### src/rtl/exhaust_pkg.sv
// Shared types and default constants for the exhaust_ctrl_multi range-hood controller.
package exhaust_pkg;

  typedef enum logic [1:0] {
    ST_IDLE   = 2'b00,
    ST_RUN    = 2'b01,
    ST_BOOST  = 2'b10,
    ST_RETURN = 2'b11
  } state_e;

  localparam int DEF_NUM_LEVELS = 3;
  localparam int DEF_BOOST_SEC  = 60;
  localparam int DEF_RETURN_SEC = 60;
  localparam int DEF_CNT_W      = 8;

  localparam int LEVEL_OFF = 0;

  // Boost is reported one code above the highest normal level.
  function automatic int boost_level(input int num_levels);
    return num_levels + 1;
  endfunction

endpackage

### src/rtl/sec_countdown.sv
// Loadable seconds down-counter with tick enable, synchronous clear and a
// registered flag that is high while the next tick would reach zero.
module sec_countdown #(
  parameter int CNT_W = 8
) (
  input  logic             clk,
  input  logic             rst_n,
  input  logic             clr_i,
  input  logic             load_i,
  input  logic [CNT_W-1:0] load_val_i,
  input  logic             tick_i,
  output logic [CNT_W-1:0] count_o,
  output logic             last_o
);

  logic [CNT_W-1:0] count_d, count_q;
  logic             last_q;

  // NOTE: combinational next-state assigns its default first so no path leaves it unassigned (no latch).
  always_comb begin
    count_d = count_q;
    if (clr_i) begin
      count_d = '0;
    end else if (load_i) begin
      count_d = load_val_i;
    end else if (tick_i && (count_q != '0)) begin
      count_d = count_q - CNT_W'(1);
    end
  end

  // NOTE: state registers use non-blocking assignments so every flop samples pre-edge values.
  always_ff @(posedge clk or negedge rst_n) begin
    if (!rst_n) begin
      count_q <= '0;
      last_q  <= 1'b0;
    end else begin
      count_q <= count_d;
      last_q  <= (count_d == CNT_W'(1));
    end
  end

  assign count_o = count_q;
  assign last_o  = last_q;

endmodule

### src/rtl/exhaust_ctrl_multi.sv
// Range-hood exhaust controller: N fan levels plus timed boost and forced-return delay.
// Optional macro EXHAUST_BOOST_REARM_EN re-arms boost on every entry into IDLE.
module exhaust_ctrl_multi
  import exhaust_pkg::*;
#(
  parameter int NUM_LEVELS = DEF_NUM_LEVELS,
  parameter int BOOST_SEC  = DEF_BOOST_SEC,
  parameter int RETURN_SEC = DEF_RETURN_SEC,
  parameter int CNT_W      = DEF_CNT_W,
  parameter int LVL_W      = $clog2(NUM_LEVELS + 2)
) (
  input  logic                  clk,
  input  logic                  rst_n,
  input  logic                  tick_1s,
  input  logic                  power_on,
  input  logic                  menu_key,
  input  logic [NUM_LEVELS-1:0] level_key,
  input  logic                  boost_key,
  output logic [1:0]            state,
  output logic [LVL_W-1:0]      level,
  output logic                  fan_on,
  output logic [CNT_W-1:0]      countdown,
  output logic                  countdown_active,
  output logic                  boost_used
);

`ifdef EXHAUST_BOOST_REARM_EN
  localparam bit REARM = 1'b1;
`else
  localparam bit REARM = 1'b0;
`endif

  localparam logic [LVL_W-1:0] LVL_OFF   = LVL_W'(LEVEL_OFF);
  localparam logic [LVL_W-1:0] LVL_TOP   = LVL_W'(NUM_LEVELS);
  localparam logic [LVL_W-1:0] LVL_BOOST = LVL_W'(boost_level(NUM_LEVELS));

  state_e             state_q, state_d;
  logic [LVL_W-1:0]   level_q, level_d, sel_level;
  logic               fan_on_q, active_q;
  logic               used_q, used_d;
  logic               cnt_clr, cnt_load, cnt_tick, cnt_last;
  logic [CNT_W-1:0]   cnt_load_val, cnt_value;

  // Lowest-index key wins when several level keys arrive together.
  always_comb begin
    sel_level = LVL_OFF;
    for (int i = NUM_LEVELS - 1; i >= 0; i--) begin
      if (level_key[i]) sel_level = LVL_W'(i + 1);
    end
  end

  always_comb begin
    state_d      = state_q;
    level_d      = level_q;
    used_d       = used_q;
    cnt_clr      = 1'b0;
    cnt_load     = 1'b0;
    cnt_load_val = CNT_W'(BOOST_SEC);

    if (!power_on) begin
      state_d = ST_IDLE;
      level_d = LVL_OFF;
      used_d  = 1'b0;
      cnt_clr = 1'b1;
    end else begin
      unique case (state_q)
        ST_IDLE: begin
          if (|level_key) begin
            state_d = ST_RUN;
            level_d = sel_level;
          end else if (boost_key && !used_q) begin
            state_d  = ST_BOOST;
            level_d  = LVL_BOOST;
            used_d   = 1'b1;
            cnt_load = 1'b1;
          end
        end
        ST_RUN: begin
          if (menu_key) begin
            state_d = ST_IDLE;
            level_d = LVL_OFF;
            if (REARM) used_d = 1'b0;
          end else if (|level_key) begin
            level_d = sel_level;
          end else if (boost_key && !used_q) begin
            state_d  = ST_BOOST;
            level_d  = LVL_BOOST;
            used_d   = 1'b1;
            cnt_load = 1'b1;
          end
        end
        ST_BOOST: begin
          // menu_key beats a coinciding final tick.
          if (menu_key) begin
            state_d      = ST_RETURN;
            level_d      = LVL_OFF;
            cnt_load     = 1'b1;
            cnt_load_val = CNT_W'(RETURN_SEC);
          end else if (tick_1s && cnt_last) begin
            state_d = ST_RUN;
            level_d = LVL_TOP;
            cnt_clr = 1'b1;
          end
        end
        ST_RETURN: begin
          if (tick_1s && cnt_last) begin
            state_d = ST_IDLE;
            cnt_clr = 1'b1;
            if (REARM) used_d = 1'b0;
          end
        end
        default: state_d = ST_IDLE;
      endcase
    end
  end

  assign cnt_tick = tick_1s && ((state_q == ST_BOOST) || (state_q == ST_RETURN));

  always_ff @(posedge clk or negedge rst_n) begin
    if (!rst_n) begin
      state_q  <= ST_IDLE;
      level_q  <= LVL_OFF;
      fan_on_q <= 1'b0;
      active_q <= 1'b0;
      used_q   <= 1'b0;
    end else begin
      state_q  <= state_d;
      level_q  <= level_d;
      fan_on_q <= (state_d == ST_RUN) || (state_d == ST_BOOST);
      active_q <= (state_d == ST_BOOST) || (state_d == ST_RETURN);
      used_q   <= used_d;
    end
  end

  sec_countdown #(
    .CNT_W(CNT_W)
  ) u_countdown (
    .clk       (clk),
    .rst_n     (rst_n),
    .clr_i     (cnt_clr),
    .load_i    (cnt_load),
    .load_val_i(cnt_load_val),
    .tick_i    (cnt_tick),
    .count_o   (cnt_value),
    .last_o    (cnt_last)
  );

  assign state            = state_q;
  assign level            = level_q;
  assign fan_on           = fan_on_q;
  assign countdown        = cnt_value;
  assign countdown_active = active_q;
  assign boost_used       = used_q;

endmodule

### config.mk
export PLATFORM = sky130hd
export DESIGN_NAME = exhaust_ctrl_multi
export DESIGN_NICKNAME = d
export VERILOG_FILES = /design/src/rtl/exhaust_pkg.sv /design/src/rtl/sec_countdown.sv /design/src/rtl/exhaust_ctrl_multi.sv
export SDC_FILE = /design/constraint.sdc
export NUM_CORES = 1
export LEC_CHECK = 0
export BUFFER_PORTS_ARGS = -buffer_cell sky130_fd_sc_hd__buf_2
export CORE_MARGIN = 2
export CORE_UTILIZATION = 45
export CTS_BUF_LIST = sky130_fd_sc_hd__clkbuf_8 sky130_fd_sc_hd__clkbuf_16
export DETAILED_ROUTE_END_ITERATION = 16
export GPL_ROUTABILITY_DRIVEN = 0
export GPL_TIMING_DRIVEN = 1
export HOLD_SLACK_MARGIN = 0.05
export PLACE_DENSITY = 0.7
export REMOVE_ABC_BUFFERS = 1
export SLEW_MARGIN = 40
export SYNTH_ARGS = -nofsm -noshare
export SYNTH_HDL_FRONTEND = slang
export SYNTH_SLANG_ARGS = --single-unit
### constraint.sdc
create_clock -name clk -period 2.44 [get_ports clk]
set_input_delay 0.244 -clock clk [delete_from_list [all_inputs] [get_ports clk]]
set_output_delay 0.244 -clock clk [all_outputs]
set_load 0.1 [all_outputs]
* After elaboration in Yosys (flattened, before gate mapping) *
Index checks and enable logic that the tools add are counted.

word-level totals
  output and inout port bits = 16
  bits in registers = 17

operators by class
  add/subtract/negate cells = 1
  reduce and logical (&&, ||, !) cells = 13
  multiplexer cells = 37
  equality and inequality tests = 11

operators with widths
  kind                                                                     count
  8-bit 2-to-1 mux                                                         3
  3-bit 2-to-1 mux                                                         7
  2-bit 2-to-1 mux                                                         10
  1-bit 2-to-1 mux                                                         12
  3-bit one-hot mux with 3 select lines                                    1
  2-bit == test, second input constant                                     4
  8-bit by 1-bit == test with 1-bit output, second input constant          1
  2-bit one-hot mux with 4 select lines                                    1
  8-bit nonzero test                                                       1
  8-bit by 1-bit subtractor with 8-bit output, second input constant       1
  2-bit by 1-bit == test with 1-bit output, second input constant          2
  1-bit logical AND                                                        4
  4-bit by 1-bit inequality test with 1-bit output, second input constant  1
  4-bit inequality test, second input constant                             1
  1-bit one-hot mux with 2 select lines                                    2
  2-bit AND reduction                                                      2
  1-bit logical OR                                                         3
  3-bit by 1-bit inequality test with 1-bit output, second input constant  1
  3-bit inequality test, second input constant                             1
  1-bit one-hot mux with 3 select lines                                    1
  3-bit OR reduction                                                       1
  2-bit logical NOT                                                        1
  1-bit logical NOT                                                        1

* Logic depth before layout (Yosys ltp) *
Gate-level depths: netlist of the first run.

  depth after elaboration = 10
  depth in mapped cells = 8

* By module *
Synthesis of the first run repeated with hierarchy kept, for this count alone.

unflattened totals
  cells, all modules = 146
  area total of the unflattened synthesis = 1306.3 sq um

by module, submodules not included
  module              instances  seq. area each (sq um)  cells an instance  area each (sq um)
  sec_countdown       1          225.2                   74                 665.6
  exhaust_ctrl_multi  1          200.2                   72                 640.6

* Worst setup path after synthesis of the first run *
OpenSTA, ideal clock, no wires.

  path type = register to register
  start = register state_q[1] (netlist: state[1])
  end = register u_countdown.last_q (netlist: u_countdown.last_o)
  arrival time = 2474 ps
  clock period less this slack = 2570 ps
  buffers on the path = 0
  setup slack = -130 ps
  stages on the path, launching flop included = 7
  library setup time = 97 ps
  required time = 2343 ps
  cell sequence = dfrtp_1 ha_1 o21a_1 nand2_1 a2111oi_0 o311ai_0 nor4_2

on the way
  cells in the longest elaborated chain, start to end = 8

RTL lines
  what                                        RTL line                                             source
  from (decl)                                 exhaust_ctrl_multi.sv:37                             state_e state_q, state_d;
  from (signal assigned)                      exhaust_ctrl_multi.sv:127                            state_q <= state_d;
  2-bit == test                               exhaust_ctrl_multi.sv:66, exhaust_ctrl_multi.sv:117
  1-bit logical OR                            exhaust_ctrl_multi.sv:117                            assign cnt_tick = tick_1s && ((state_q == ST_BOOST) || (state_q == ST_RETURN));
  1-bit logical AND                           exhaust_ctrl_multi.sv:117
  1-bit logical AND                           sec_countdown.sv:26                                  end else if (tick_i && (count_q != '0)) begin
  8-bit 2-to-1 mux                            sec_countdown.sv:26
  8-bit 2-to-1 mux                            sec_countdown.sv:24                                  end else if (load_i) begin
  8-bit 2-to-1 mux *                          sec_countdown.sv:22                                  if (clr_i) begin
  8-bit by 1-bit == test with 1-bit output *  sec_countdown.sv:38                                  last_q <= (count_d == CNT_W'(1));
  to (signal assigned)                        sec_countdown.sv:38
  to (decl)                                   sec_countdown.sv:17                                  logic last_q;

Mark *: on every way between the ends. The rest lies on a longest branch, timed or not.
A chain may end at the register's enable or synchronous reset.

* Worst setup path after layout of the first run *
  start = register state_q[0] (netlist: state[0])
  end = register u_countdown.last_q (netlist: u_countdown.last_o)

The elaborated chain is that of the path after synthesis.

==> run metrics, run 1 <==
slew margin rel. 0.670; Worst-Margin Slew 498 ps; drc violations 0; Crit Path Max Fanout 7; register area share after synthesis 0.375; GRT overflow 0; pre-CTS WS 129 ps; VDD IR-drop max 0.000541 V; status finished clean; final setup vio count 0; core box area 2430 um2; final worst slack 225 ps; Final Routed Wirelength 2650 um; antenna-violating nets left 0; Synth cell types 33; Max stage delay on crit path 470 ps; site row count 18; final hold violations 0; RSZ-0062 raised after global routing false; crit path cell chain inv_1, ha_2, o21a_1, nand2_1, a2111oi_1, o311ai_1, nor4_2; Die Y 54.2 um; area grow syn2layout 19.7%; Worst EP required 2600 ps; fmax 0.451 GHz; WP buf/inv 1; Max Clock Skew 2.59 ps; area of the die 2940 um2; PD cells 912 nW/um2; largest net degree at the start of global routing 18; Worst setup SP type register; number of diodes 0; Ys Warns 0; Lkg Pwr 0.000644 uW; CP endpoint kind register; clk_lat worst skew 240 ps; WHS 273 ps; routed vias/inst 5.81; DR pass1 iterations 4; commonest cells after routing, fill and taps aside buf_2, dfrtp_1, nand2_1, nor2_1, a21oi_1; cell family with most CP delay compound AO/OA/AOI/OAI gates; # nets final 179; num ports 25; CTS tree built; WL met2 1340 um; routed length per instance 14.0 um; initial core utilization 0.467; #FFs+latches synth 17; M1 WL 1150 um; Initial DRC Count 15; max layer used met4; clk sink count 17; commonest non-fill, non-tap cell in the layout buf_2; fin crit period 2220 ps; Die W 54.2 um; root buffer cell clkbuf_8; vias after detailed routing 1098; H-tree lvl count 1; # port buffers 24; vias in the first global route 1082; Max clock buf depth 2; Setup Buffers After CTS 0; Gate Count Post-Synth 129; slack of the worst reg-to-reg path 220 ps; Slew Viols, Final 0; metal3 WL 144 um; Max-Cap Viols 0; initial antenna violation count 0; # fillers 244; Slowest-stage cell, CP dfrtp_1; clk slew on worst S/H paths 60 ps; worst min path class in -> reg; Final Cycle Share 0.908; first-pass GRT wire length 4620 um; WS Path Type reg -> reg; Post-Syn Area per Cell 8.80 um2; Post-DP HPWL 2070 um; fraction of layout cells with a size suffix above 1 0.226; CTS Buf Count 3; Netlist Area Pre-Place 1130 um2; GRT Resource Usage Total 0.214; WP data arrival 2370 ps
## final timing paths
kind	startpoint	to	cells after the start
max reg2reg	state[0]	u_countdown.last_o	7
min in group asynchronous	rst_n	state[1]	2
max in group asynchronous	rst_n	u_countdown.count_o[2]	2
min	power_on	level[1]	3
min reg2reg	boost_used	boost_used	2
max	state[0]	u_countdown.last_o	7
## cells in the mapped netlist
library cell  instances  area share
or2_2                 1      0.0055
nor2_1               12       0.040
nand2_1              14       0.046
nand2b_1              3       0.017
or3_1                 4       0.022
a2111oi_0             1      0.0077
nand4_1               1      0.0055
or3_2                 1      0.0066
mux2_4                1       0.013
mux2i_1               2       0.018
dfrtp_1              17        0.37
inv_1                 7       0.023
a21oi_1              10       0.044
o311ai_0              1      0.0077
a31oi_1               7       0.039
a221o_1               1      0.0088
nor4_2                1       0.011
or4_4                 1      0.0099
nor3b_1               1      0.0066
nor3_1                8       0.035
o21ai_1               1      0.0044
xnor2_1               2       0.015
a221oi_1              1      0.0077
o21a_1                3       0.020
ha_1                 10        0.11
o21ai_0               7       0.031
a211oi_1              2       0.013
o211ai_1              1      0.0066
and2_1                1      0.0055
o22ai_1               1      0.0055
xor2_1                1      0.0077
or3b_2                2       0.015
nor2b_1               3       0.017
## metrics by stage
stage / utilization / std cells / TNS (ps) / power (uW) / instance area, um2
floorplan: - / 129 / -328 / 910 / 1130
global placement: 0.534 / 184 / 0 / 1020 / 1300
detailed placement: 0.534 / 184 / 0 / 1040 / 1300
CTS: 0.557 / 189 / 0 / 1240 / 1360
global route: 0.559 / 189 / 0 / 1320 / 1360
finish: 0.559 / 189 / 0 / 1240 / 1360
## flip-flops by register name, indices dropped and copies added (netlist names)
| register | cells |
|---|---|
| countdown_active | 1 |
| boost_used | 1 |
| fan_on | 1 |
| u_countdown.count_o | 8 |
| u_countdown.last_o | 1 |
| state | 2 |
| level | 3 |
## per-layer routing
metal,vias to the layer above,GRT usage
met5,-,0
met4,0,0.0958
met3,4,0.0464
met2,36,0.367
met1,531,0.254
li1,527,-
## worst min-delay path, cell delays in order
cell	delay [ps]
buf_2	120
o21ai_0	70
a31oi_1	50
## kinds of logic after synthesis
family | after synthesis | synth area share
AO/OA/AOI/OAI | 36 | 0.195
AND/OR/NAND/NOR | 53 | 0.243
buffers and inverters | 7 | 0.0232
adder cells (fa/ha/maj) | 10 | 0.110
XOR/XNOR | 3 | 0.0232
multiplexers | 3 | 0.0309
flip-flops | 17 | 0.375
## power breakdown
group / total [uW] / switching [uW] / internal (uW)
registers: 372 / 46.6 / 325
logic: 667 / 515 / 152
clock network: 201 / 89.5 / 111
## timing repair
action | 4_1_cts | 5_1_grt
endpoints found under the hold margin | 17 | 0
gates resized for setup | 0 | 3
hold buffers | 1 | 0
endpoints found under the setup margin | 0 | 1
## area by class of cell
type                    count  area, um2  area share
clock buffers               3       41.3      0.0304
clock inverters             1       3.75     0.00276
inverters                   7       26.3      0.0193
multi-input cells         105        687       0.506
flip-flops and latches     17        425       0.313
well taps                  30       37.5      0.0276
repair buffers             26        138       0.101
No activity file was read; power rests on OpenSTA's default activity.
==> run 2: changes to the inputs <==
- CELL_PAD_IN_SITES_DETAIL_PLACEMENT: default -> 0
- CELL_PAD_IN_SITES_GLOBAL_PLACEMENT: default -> 1
- CORE_ASPECT_RATIO: default -> 2
- CORE_UTILIZATION: 45 -> 39
- PLACE_DENSITY: 0.7 -> 0.79
==> run 2 against run 1 <==
Design area is 0.83% higher. Routed wire length is 19% higher. Non-clock buffer count is 1 higher. Combinational power is 2% higher. Die area is 15% higher. Setup slack worse by 7.8 ps. Highest routed layer unchanged.
==> run metrics, run 2 (synthesized netlist as in run 1, its figures left out) <==
CTS Buf Count 3 (unchanged); fraction of layout cells with a size suffix above 1 0.238 (was 0.226); Post-DP HPWL 2490 um (was 2070 um); Max clock buf depth 2 (unchanged); initial core utilization 0.410 (was 0.467); number of diodes 0 (unchanged); Max stage delay on crit path 470 ps (about the same); first-pass GRT wire length 5410 um (was 4620 um); GRT overflow 0 (unchanged); Crit Path Max Fanout 7 (unchanged); Initial DRC Count 29 (was 15); dpl cell area 1310 um2 (was 1300 um2); Largest register FFs 8 (unchanged); largest net degree at the start of global routing 18 (unchanged); fin cells 189 (unchanged); Worst setup SP type register (unchanged); H-tree lvl count 1 (unchanged); WS Path Type reg -> reg (unchanged); Worst-Margin Slew 490 ps (was 498 ps); vias in the first global route 1208 (was 1082); area grow syn2layout 20.7% (was 19.7%); site row count 27 (was 18); Die W 42.1 um (was 54.2 um); FF/Latch Area 425 um2 (unchanged); drc violations 0 (unchanged); commonest cells after routing, fill and taps aside buf_2, dfrtp_1, nand2_1, nor2_1, a21oi_1 (unchanged); fmax 0.450 GHz (was 0.451 GHz); CTS tree built (unchanged); WHS 255 ps (was 273 ps); PD cells 925 nW/um2 (was 912 nW/um2); commonest non-fill, non-tap cell in the layout buf_2 (unchanged); area of the die 3380 um2 (was 2940 um2); antenna-violating nets left 0 (unchanged); Worst EP required 2590 ps (was 2600 ps); WP data arrival 2380 ps (was 2370 ps); GRT Resource Usage Total 0.211 (was 0.214); Lkg Pwr 0.000649 uW (was 0.000644 uW); Die Y 80.3 um (was 54.2 um); # port buffers 24 (unchanged); Max-Cap Viols 0 (unchanged); routed vias/inst 5.86 (was 5.81); # nets final 180 (was 179); clk_lat worst skew 250 ps (was 240 ps); routed length per instance 16.7 um (was 14.0 um); clk sink count 17 (unchanged); Slew Viols, Final 0 (unchanged); initial antenna violation count 0 (unchanged); VDD IR-drop max 0.000407 V (was 0.000541 V); crit path cell chain inv_1, ha_2, o21a_1, nand2_1, a2111oi_2, o311ai_0, nor4_2 (was inv_1, ha_2, o21a_1, nand2_1, a2111oi_1, o311ai_1, nor4_2); status finished clean (unchanged); slew margin rel. 0.676 (was 0.670); core box area 2770 um2 (was 2430 um2); Final Cycle Share 0.911 (was 0.908); final setup vio count 0 (unchanged); root buffer cell clkbuf_8 (unchanged); fin crit period 2220 ps (about the same); vias after detailed routing 1108 (was 1098); Setup Buffers After CTS 0 (unchanged); area of the multi-input gates 692 um2 (was 687 um2); CP endpoint kind register (unchanged); final instance area 1370 um2 (was 1360 um2); Max Clock Skew 1.08 ps (was 2.59 ps); DR pass1 iterations 4 (unchanged); # fillers 287 (was 244); Placed Cells 184 (unchanged); worst min path class in -> reg (unchanged); num ports 25 (unchanged); clk slew on worst S/H paths 70 ps (was 60 ps); final hold violations 0 (unchanged); Slowest-stage cell, CP dfrtp_1 (unchanged); Final Routed Wirelength 3150 um (was 2650 um)
## run 2: cell types whose count changed in the layout (fill, tap and decap cells not counted), sizes merged
cell | before | now
buf | 25 | 26
## run 2: timing repair
item | CTS | global route
resized for setup | 0 | 3
hold buffers | 1 | 0
hold endpoints to repair | 17 | 0
setup endpoints to repair | 0 | 1
## run 2: per-layer routing
| layer | vias up | track usage | share of wire |
|---|---|---|---|
| met5 | - | 0 | 0 |
| met4 | 0 | 0.131 | 0.040 |
| met3 | 8 | 0.0270 | 0.034 |
| met2 | 31 | 0.416 | 0.59 |
| met1 | 535 | 0.193 | 0.34 |
| li1 | 534 | - | - |
## run 2: path summary, 6_finish.rpt
kind                                 start                  to  slack (ps)  depth (start not counted)
worst max-delay path              state[0]  u_countdown.last_o         220                          7
worst min-delay path              power_on            level[0]         260                          3
worst max register to register    state[0]  u_countdown.last_o         220                          7
worst min register to register  boost_used          boost_used         540                          2
max in group asynchronous            rst_n              fan_on        1700                          2
min in group asynchronous            rst_n            level[0]         450                          2
## run 2: worst max-delay path: cells and delay by family (launching register included)
| family | cells | cell delay [ps] |
|---|---|---|
| DFF | 1 | 470 |
| adders and majority gates | 1 | 260 |
| buffers and inverters | 1 | 170 |
| and+or+nand+nor | 2 | 430 |
| AOI/OAI and AO/OA | 3 | 800 |
## run 2: metrics by stage
stage	util	setup slack, ps	TNS (ps)	total power [uW]
floorplan	-	-130	-328	910
global placement	0.472	280	0	1040
detailed placement	0.472	149	0	1060
CTS	0.491	126	0	1270
global route	0.495	-8.25	-8.25	1340
finish	0.495	217	0	1270
## run 2: power breakdown
part	switching, uW	leakage (uW)	internal (uW)
registers	52.3	0.000230	325
logic	525	0.000392	155
clock network	97.5	0.0000269	112
## run 2: cell type report
| cell class | count | area share |
|---|---|---|
| Inverter | 7 | 0.0192 |
| Clock inverter | 1 | 0.00274 |
| Sequential cell | 17 | 0.311 |
| Tap cell | 29 | 0.0265 |
| Multi-Input combinational cell | 105 | 0.505 |
| Clock buffer | 3 | 0.0301 |
| Timing Repair Buffer | 27 | 0.106 |
==> run 3: changes to the inputs <==
- REMOVE_ABC_BUFFERS: 1 -> default
==> run 3 against run 2 <==
First-iteration DRC count decreased by 28%. Critical path depth unchanged. Register-to-register slack improved by 20 ps. Power increased by 0.70%. Critical endpoint unchanged. Largest cell class unchanged. Largest power group unchanged.
==> run metrics, run 3 (synthesized netlist as in run 1, its figures left out) <==
PnR Total Power 1280 uW (was 1270 uW); WS Path Type reg -> reg (unchanged); VDD IR-drop max 0.000377 V (was 0.000407 V); # nets final 180 (unchanged); final hold violations 0 (unchanged); PD cells 929 nW/um2 (was 925 nW/um2); largest net degree at the start of global routing 18 (unchanged); initial core utilization 0.410 (unchanged); CP endpoint kind register (unchanged); final setup vio count 0 (unchanged); routed length per instance 16.4 um (was 16.7 um); GRT overflow 0 (unchanged); commonest non-fill, non-tap cell in the layout buf_2 (unchanged); GRT Resource Usage Total 0.197 (was 0.211); FF/Latch Area 428 um2 (was 425 um2); Max Clock Skew 0.570 ps (was 1.08 ps); vias after detailed routing 1109 (was 1108); clk sink count 17 (unchanged); commonest cells after routing, fill and taps aside buf_2, dfrtp_1, nand2_1, nor2_1, a21oi_1 (unchanged); Crit Path Max Fanout 5 (was 7); clk slew on worst S/H paths 70 ps (about the same); DR pass1 iterations 4 (unchanged); WP data arrival 2350 ps (was 2380 ps); # fillers 293 (was 287); fraction of layout cells with a size suffix above 1 0.250 (was 0.238); Die W 42.1 um (unchanged); fin crit period 2200 ps (was 2220 ps); initial antenna violation count 0 (unchanged); Max clock buf depth 2 (unchanged); Max-Cap Viols 0 (unchanged); CTS Buf Count 3 (unchanged); Worst-Margin Slew 491 ps (was 490 ps); Setup Buffers After CTS 0 (unchanged); area of the die 3380 um2 (unchanged); CTS tree built (unchanged); slew margin rel. 0.675 (was 0.676); area grow syn2layout 20.9% (was 20.7%); vias in the first global route 1106 (was 1208); status finished clean (unchanged); Worst setup SP type register (unchanged); Post-DP HPWL 2420 um (was 2490 um); clk_lat worst skew 250 ps (about the same); first-pass GRT wire length 5080 um (was 5410 um); core box area 2770 um2 (unchanged); area of the multi-input gates 692 um2 (unchanged); Largest register FFs 8 (unchanged); # port buffers 24 (unchanged); num ports 25 (unchanged); Initial DRC Count 21 (was 29); Slew Viols, Final 0 (unchanged); number of diodes 0 (unchanged); Net Count, Synth 148; RSZ-0062 raised after global routing false; drc violations 0 (unchanged); Die Y 80.3 um (unchanged); Lkg Pwr 0.000646 uW (was 0.000649 uW); Final Routed Wirelength 3110 um (was 3150 um); H-tree lvl count 1 (unchanged); site row count 27 (unchanged); worst min path class in -> reg (unchanged); Total Neg Setup Slack 0 ps (unchanged); root buffer cell clkbuf_8 (unchanged); antenna-violating nets left 0 (unchanged); fmax 0.454 GHz (was 0.450 GHz); routed vias/inst 5.87 (was 5.86); Final Cycle Share 0.903 (was 0.911); Worst EP required 2590 ps (about the same)
## run 3: cell counts in the layout (fill, tap and decap cells not counted)
Identical to the previous run, type by type.
## run 3: through the flow
stage | instance area, um2 | worst slack, ps | utilization | hold slack [ps] | std cells
floorplan | 1140 | 60.3 | - | -51.6 | 129
global placement | 1310 | 195 | 0.472 | 197 | 184
detailed placement | 1310 | 145 | 0.472 | 201 | 184
CTS | 1360 | 107 | 0.492 | 257 | 189
global route | 1370 | 122 | 0.495 | 281 | 189
finish | 1370 | 237 | 0.495 | 261 | 189
## run 3: report_power, final
group / switching, uW / internal, uW / total (uW)
clock network: 107 / 112 / 219
registers: 48.3 / 326 / 375
logic: 526 / 156 / 682
total: 682 / 594 / 1280
## run 3: per-layer routing
| metal | wire, um | share of wire | GRT usage | vias to the layer above |
|---|---|---|---|---|
| met5 | 0 | 0 | 0 | - |
| met1 | 1120 | 0.36 | 0.200 | 532 |
| li1 | - | - | - | 528 |
| met2 | 1790 | 0.58 | 0.386 | 39 |
| met4 | 72 | 0.023 | 0.0844 | 0 |
| met3 | 120 | 0.039 | 0.0270 | 10 |
## run 3: layout make-up
| cell class | instances | area share |
|---|---|---|
| Tap cell | 29 | 0.0264 |
| Clock inverter | 1 | 0.00273 |
| Timing Repair Buffer | 27 | 0.106 |
| Sequential cell | 17 | 0.312 |
| Clock buffer | 3 | 0.0301 |
| Multi-Input combinational cell | 105 | 0.504 |
| Inverter | 7 | 0.0191 |
## run 3: critical path, cell delays in order, from the launching register on
cell     delay, ps
dfrtp_1        440
inv_1          150
ha_1           210
or3b_2         510
o21a_1         250
mux2i_1        190
nand2_1         80
nor4_2         260
## run 3: path summary, 6_finish.rpt
kind                                              from                 end  slack [ps]  cells past startpoint
worst min register to register              boost_used          boost_used         540                      2
worst max register to register  u_countdown.count_o[0]  u_countdown.last_o         240                      7
worst min-delay path                          power_on            level[0]         260                      3
max in group asynchronous                        rst_n            state[1]        1680                      2
worst max-delay path            u_countdown.count_o[0]  u_countdown.last_o         240                      7
min in group asynchronous                        rst_n            level[0]         450                      2
## run 3: what timing repair did
action                                  CTS  global route
endpoints found under the setup margin    0             1
resized for setup                         0             3
endpoints found under the hold margin    17             0
hold buffers                              1             0
